**config.mk**
```make
export PLATFORM = sky130hd
export DESIGN_NAME = arb_out_stage
export DESIGN_NICKNAME = d
export VERILOG_FILES = /design/src/rtl/arb_out_pkg.sv /design/src/rtl/arb_out_rr_core.sv /design/src/rtl/arb_out_stage.sv
export SDC_FILE = /design/constraint.sdc
export NUM_CORES = 1
export LEC_CHECK = 0
export ABC_AREA = 1
export CAP_MARGIN = 20
export CORE_ASPECT_RATIO = 0.5
export CORE_MARGIN = 1.5
export CORE_UTILIZATION = 35
export DETAILED_ROUTE_END_ITERATION = 6
export GPL_ROUTABILITY_DRIVEN = 1
export HOLD_SLACK_MARGIN = 0.06
export PLACE_DENSITY = 0.8
export SYNTH_ARGS = -nofsm -noshare
export SYNTH_HDL_FRONTEND = slang
export SYNTH_SLANG_ARGS = --single-unit
```
**constraint.sdc**
```tcl
create_clock -name clk -period 1.2 [get_ports clk]
set_clock_uncertainty 0.05 [all_clocks]
set_input_delay 0.24 -clock clk [delete_from_list [all_inputs] [get_ports clk]]
set_output_delay 0.24 -clock clk [all_outputs]
set_load 0.01 [all_outputs]
```
**src/rtl/arb_out_pkg.sv**
```systemverilog
// Shared types and helpers for the arb_out merge stage.
// Width helper for the binary source index.
package arb_out_pkg;

  function automatic int clog2(input int n);
    int r;
    r = 0;
    while ((1 << r) < n) r++;
    return r;
  endfunction

  function automatic int src_nbits(input int n);
    return (clog2(n) < 1) ? 1 : clog2(n);
  endfunction

  localparam int p_num_reqs_dflt = 2;
  localparam int p_src_nbits = src_nbits(p_num_reqs_dflt);

endpackage

```
**src/rtl/arb_out_rr_core.sv**
```systemverilog
// Round-robin core: one-hot priority register plus
// replicated-chain variable-priority grant with lock override.
module arb_out_rr_core
  import arb_out_pkg::*;
#(
  parameter int p_num_reqs = 2
) (
  input  logic                  clk,
  input  logic                  reset,
  input  logic [p_num_reqs-1:0] req,
  input  logic                  en,
  input  logic                  lock_val,
  input  logic [p_num_reqs-1:0] lock_mask,
  output logic [p_num_reqs-1:0] grant
);

  localparam int N = p_num_reqs;

  logic [N-1:0]   pri;
  logic [2*N-1:0] req2;
  logic [2*N-1:0] pri2;
  logic [2*N-1:0] g2;
  logic [N-1:0]   rr_grant;
  logic           c;

  // Doubled chain lets the carry wrap from bit N-1 back to bit 0.
  always_comb begin
    req2 = {req, req};
    pri2 = {{N{1'b0}}, pri};
    g2   = '0;
    c    = 1'b0;
    for (int i = 0; i < 2*N; i++) begin
      g2[i] = req2[i] & (c | pri2[i]);
      c     = (c | pri2[i]) & ~req2[i];
    end
    rr_grant = g2[N-1:0] | g2[2*N-1:N];
  end

  assign grant = lock_val ? (req & lock_mask)
                          : rr_grant;

  always_ff @(posedge clk or negedge reset) begin
    if (!reset) begin
      pri <= N'(1);
    end else if (en) begin
      pri <= {grant[N-2:0], grant[N-1]};
    end
  end

endmodule

```
**src/rtl/arb_out_stage.sv**
```systemverilog
// Registered N-to-1 round-robin merge stage.
// Optional multi-beat locking: ARB_OUT_LOCK_EN.
module arb_out_stage
  import arb_out_pkg::*;
#(
  parameter int p_num_reqs  = 2,
  parameter int p_msg_nbits = 32
) (
  input  logic                              clk,
  input  logic                              reset,
  input  logic [p_num_reqs-1:0]             in_val,
  output logic [p_num_reqs-1:0]             in_rdy,
  input  logic [p_num_reqs*p_msg_nbits-1:0] in_msg,
`ifdef ARB_OUT_LOCK_EN
  input  logic [p_num_reqs-1:0]             in_last,
`endif
  output logic                              out_val,
  input  logic                              out_rdy,
  output logic [p_msg_nbits-1:0]            out_msg,
  output logic [src_nbits(p_num_reqs)-1:0]  out_src
);

  localparam int N  = p_num_reqs;
  localparam int W  = p_msg_nbits;
  localparam int SW = src_nbits(p_num_reqs);

  logic         can_accept;
  logic [N-1:0] grant;
  logic         xfer;
  logic         rot_en;
  logic         lock_val;
  logic [N-1:0] lock_mask;
  logic [W-1:0] msg_sel;
  logic [SW-1:0] src_sel;

  assign can_accept = !out_val || out_rdy;
  assign in_rdy = grant & {N{can_accept & reset}};
  assign xfer   = |(in_val & in_rdy);

  always_comb begin
    msg_sel = '0;
    src_sel = '0;
    for (int i = 0; i < N; i++) begin
      if (grant[i]) begin
        msg_sel = msg_sel | in_msg[i*W +: W];
        src_sel = src_sel | SW'(i);
      end
    end
  end

`ifdef ARB_OUT_LOCK_EN
  logic last_sel;

  assign last_sel = |(grant & in_last);
  assign rot_en   = xfer & last_sel;

  always_ff @(posedge clk or negedge reset) begin
    if (!reset) begin
      lock_val  <= 1'b0;
      lock_mask <= '0;
    end else if (xfer) begin
      lock_val  <= !last_sel;
      lock_mask <= grant;
    end
  end
`else
  assign rot_en    = xfer;
  assign lock_val  = 1'b0;
  assign lock_mask = '0;
`endif

  arb_out_rr_core #(
    .p_num_reqs (N)
  ) u_core (
    .clk       (clk),
    .reset     (reset),
    .req       (in_val),
    .en        (rot_en),
    .lock_val  (lock_val),
    .lock_mask (lock_mask),
    .grant     (grant)
  );

  always_ff @(posedge clk or negedge reset) begin
    if (!reset) begin
      out_val <= 1'b0;
      out_msg <= '0;
      out_src <= '0;
    end else if (xfer) begin
      out_val <= 1'b1;
      out_msg <= msg_sel;
      out_src <= src_sel;
    end else if (out_val && out_rdy) begin
      out_val <= 1'b0;
    end
  end

endmodule

```
# After elaboration in Yosys (flattened, before gate mapping)
# Cells that the tools add are included.
[totals] ff_bits=36 elab_cells=29
[op_classes] mux=5 n_bitwise=15 n_reduce_logical=5
[ops] cell="$mux W32" count=2
[ops] cell="$or A32 B32 Y32" count=1
[ops] cell="$and A1 B1 Y1" count=8
[ops] cell="$and A2 B2 Y2" count=2
[ops] cell="$mux W1" count=3
[ops] cell="$not A1 Y1" count=2
[ops] cell="$or A2 B2 Y2" count=1
[ops] cell="$reduce_bool A2 Y1" count=1
[ops] cell="$reduce_or A2 Y1" count=1
[ops] cell="$logic_and A1 B1 Y1" count=1
[ops] cell="$logic_not A1 Y1" count=1
[ops] cell="$logic_or A1 B1 Y1" count=1
[ops] cell="$or A1 B1 Y1" count=1

# Logic depth before layout (Yosys ltp)
[logic_depth] ltp_word=11 mapped_depth=9 depth_no_buf=7

# Cells and area by module
# Synthesis repeated with hierarchy kept, for this count alone.
[hier_totals] cells_unflattened=219 hier_area_um2=1871.8
[modules_own_cells] mod="arb_out_stage" instances=1 cells_per_inst=194 area_each_um2=1726.7 seq_area_each_um2=850.8
[modules_own_cells] mod="arb_out_rr_core" instances=1 cells_per_inst=25 area_each_um2=145.1 seq_area_each_um2=51.3

# Least setup slack after synthesis
# No wires, ideal clock.
[synth_path] path_type="register to output" start="register u_core.pri[0]" end="output in_rdy[0]" arrival_time_ns=1.083 required_time_ns=0.910 path_slack_ns=-0.173 path_stages_with_launch=7 path_cell_list="dfstp_2 nand2_1 nand2_2 nand2_2 buf_6 buf_6 inv_1"
[synth_between] elab_chain_cells=6 word_cells_on_any_way=7 cone_classes="bitwise (7)"
[synth_lines] item="start, declared" line_no="arb_out_rr_core.sv:19" source="logic [N-1:0] pri;"
[synth_lines] item="start signal, assigned" line_no="arb_out_rr_core.sv:46" source="pri <= {grant[N-2:0], grant[N-1]};"
[synth_lines] item="$and A1 B1 Y1" line_no="arb_out_rr_core.sv:34" source="c = (c | pri2[i]) & ~req2[i];"
[synth_lines] item="$or A1 B1 Y1" line_no="arb_out_rr_core.sv:34"
[synth_lines] item="$and A1 B1 Y1" line_no="arb_out_rr_core.sv:34"
[synth_lines] item="$and A1 B1 Y1" line_no="arb_out_rr_core.sv:33" source="g2[i] = req2[i] & (c | pri2[i]);"
[synth_lines] item="$or A2 B2 Y2 *" line_no="arb_out_rr_core.sv:36" source="rr_grant = g2[N-1:0] | g2[2*N-1:N];"
[synth_lines] item="$and A2 B2 Y2 *" line_no="arb_out_stage.sv:37" source="assign in_rdy = grant & {N{can_accept & reset}};"
[synth_lines] item="end, declared" line_no="arb_out_stage.sv:12" source="output logic [p_num_reqs-1:0] in_rdy,"
# Mark *: on every way between the ends. The rest lies on a longest branch, timed or not.

# Worst setup path after layout
[layout_path] start="input out_rdy" end="output in_rdy[1]"
[layout_between] elab_chain_cells=3
[layout_lines] item="start, declared" line_no="arb_out_stage.sv:18" source="input logic out_rdy,"
[layout_lines] item="$logic_or A1 B1 Y1" line_no="arb_out_stage.sv:36" source="assign can_accept = !out_val || out_rdy;"
[layout_lines] item="$and A1 B1 Y1" line_no="arb_out_stage.sv:37"
[layout_lines] item="$and A2 B2 Y2" line_no="arb_out_stage.sv:37"
# No other way between the ends.

==> summary.txt <==
WL per Instance: 14.67 um
Final WL: 6881 um
Antenna cells: 0
Share of cells above drive strength 1: 0.2601
Worst skew pair latency: 0.27 ns
Clock slew at reported path FFs: 0.05 ns
# DRC: 0
Gr usage total: 0.2264
Routability-driven placement congestion ratio: 0.7992
Yosys reg bits: 36
Die W: 109.2 um
First-pass GRT wire length: 10720 um
Clk buf depth: 2
Vias per Instance: 4.994
Top post-synthesis cells by area: dfrtp_1 (44%), nand2_1 (26%), nand3_1 (16%)
Fmax: 618.3 MHz
Pin count of the biggest net entering global routing: 38
Clk root buf: clkbuf_16
Die H: 56.11 um
Initial DRC Count: 171
Syn Inst Count: 273
R2R Path End: out_msg[10]
Period minus WS final: 1.617 ns
Cell variety after synth: 16
CP endpoint kind: output pin
HP Class: flop to flop
Final hold vios: 0
Initial antenna violation count: 0
Mapped Area: 1974 um2
Violated checks: setup timing
Sink count of the clock tree: 36
Critical path's slowest cell: clkdlybuf4s50_1
Die area: 6128 um2
Syn avg cell area: 7.232 um2
Core Util, Final: 0.6281
Hold Path Stages: 2
FP Rows: 19
Static leakage: 1.826 nW
Initial Utilization: 0.3611
IO Port Bufs: 104
Commonest non-fill, non-tap cells in the layout: nand2_1 (132), clkdlybuf4s50_1 (66), nand3_1 (52), dfrtp_1 (35), clkbuf_2 (22)
Vias in the first global route: 2261
Cells along the critical path: clkdlybuf4s50_1 -> inv_2 -> a21oi_4 -> inv_2 -> nor2_4 -> buf_6
RSZ-0062 raised after global routing: true
Overall power: 6.948 mW
Syn Nets: 342
Max FO, Critical Path: 3
Fin nets: 465
Gr ovfl total: 0
TritonCTS clock tree: built
Setup WS post-layout: -0.4173 ns
Leading cell type in the layout, fill and taps excluded: nand2_1
Worst-Margin Slew: 0.4598 ns
Initial DRT Pass Iterations: 4
Critical R2R Launch: u_core.pri[0]
Total CTS buffers: 5
Antenna-violating nets left: 0
Hold wc startpoint: out_src
CP required: 0.91 ns
Critical path class: input port to output pin
WP data arrival: 1.33 ns
Core Region: 5468 um2
DP Area: 3202 um2
Critical Path Start Type: input port
Post-DP HPWL: 4514 um
Hold EP: out_src
Slew Viols, Final: 0
Synth warn: 0
I/O pins: 105
Post-synthesis sequential area ratio: 0.4569
Top cell type's share of synthesized area: 0.4436
FF-to-FF setup slack: -0.38 ns
Reg2Reg Depth: 8
CP dominant cell by count: inv_2
Worst vdd ir: 0.8970 mV
Period utilization: 1.348
Endpoints failing setup: 39
Slowest stage delay, CP: 0.47 ns
Number of max-cap violations: 0
Total number of vias: 2342
Final instance area: 3435 um2
H-tree levels: 2
Post-synth top area cell: dfrtp_1
Synth-to-Final Area Change: 73.95%
Slew headroom: 0.6935
Outcome: finished, violations left
Cell area power density: 2023 nW/um2
[cell usage after synthesis]
cell type	count
nand2_1	136
nand3_1	65
dfrtp_1	35
buf_2	10
buf_6	5
inv_1	5
nand2_2	4
clkbuf_1	3
buf_4	2
inv_2	2
a21oi_4	1
dfstp_2	1
nand3_2	1
nand3_4	1
nor2_1	1
o21ai_0	1
[how the worst max path moves through the flow]
stage,to,cells after the start,startpoint
CTS,in_rdy[1],5,u_core.pri[0]
floorplan,in_rdy[0],6,u_core.pri[0]
global route,in_rdy[1],5,u_core.pri[0]
finish,in_rdy[1],6,out_rdy
global placement,out_msg[6],10,in_val[1]
detailed placement,out_msg[5],10,in_val[1]
[report_power, final]
part | switching, mW | total [mW] | internal [mW]
sequential | 0.335 | 2.07 | 1.73
combinational | 1.90 | 3.68 | 1.78
clock | 0.451 | 1.20 | 0.753
total | 2.69 | 6.95 | 4.26
[logic make-up after synthesis]
group	count (synthesis)	share of synthesized area
and+or+nand+nor	208	0.4518
DFF	36	0.4569
AOI/OAI and AO/OA	2	0.01077
buffers and inverters	27	0.08048
[per-stage QoR]
step	hold slack, ns	std cells	setup WS, ns	TNS (ns)
2_1_floorplan	-0.1056	273	-0.1303	-2.485
3_3_place_gp	0.2893	449	-0.7579	-27.65
3_5_place_dp	0.3027	449	-0.8228	-29.70
4_1_cts	0.4322	464	-0.3947	-11.45
5_1_grt	0.4428	469	-0.4374	-15.10
6_report	0.4384	469	-0.4173	-12.42
[timing repair]
| action | in CTS | in global routing |
|---|---|---|
| setup endpoints to repair | 72 | 69 |
| gates resized for setup | 113 | 33 |
| hold buffers | 1 | 0 |
| endpoints found under the hold margin | 35 | 0 |
| pin swaps | 9 | 5 |
| cloned | 1 | 0 |
| buffers inserted | 13 | 5 |
[sequential cells by signal, summed over array words and instances, names as in the netlist]
signal	cells
out_msg	32
out_val	1
u_core.pri	2
out_src	1
[per-layer routing]
layer	wire length (um)	vias to the layer above	share of wire	global-route usage
met4	123	0	0.018	0.07050
met2	3492	85	0.51	0.3955
li1	-	1116	-	-
met1	2867	1123	0.42	0.2833
met5	0	-	0	0
met3	398	18	0.058	0.04333
[final cells by class]
type,instances,area [um2]
clock inverter,1,5.005
clock buffer,6,128.9
sequential,36,902.1
tap,73,91.34
timing repair buffer,136,1267
multi-input combinational,210,1011
fill,475,2033
inverter,7,28.78
[critical path: cells and delay by family]
family / cells / cell delay (ns)
buf+inv: 4 / 0.72
compound gates: 1 / 0.21
simple gates: 1 / 0.15
No activity file was read; power rests on OpenSTA's default activity.
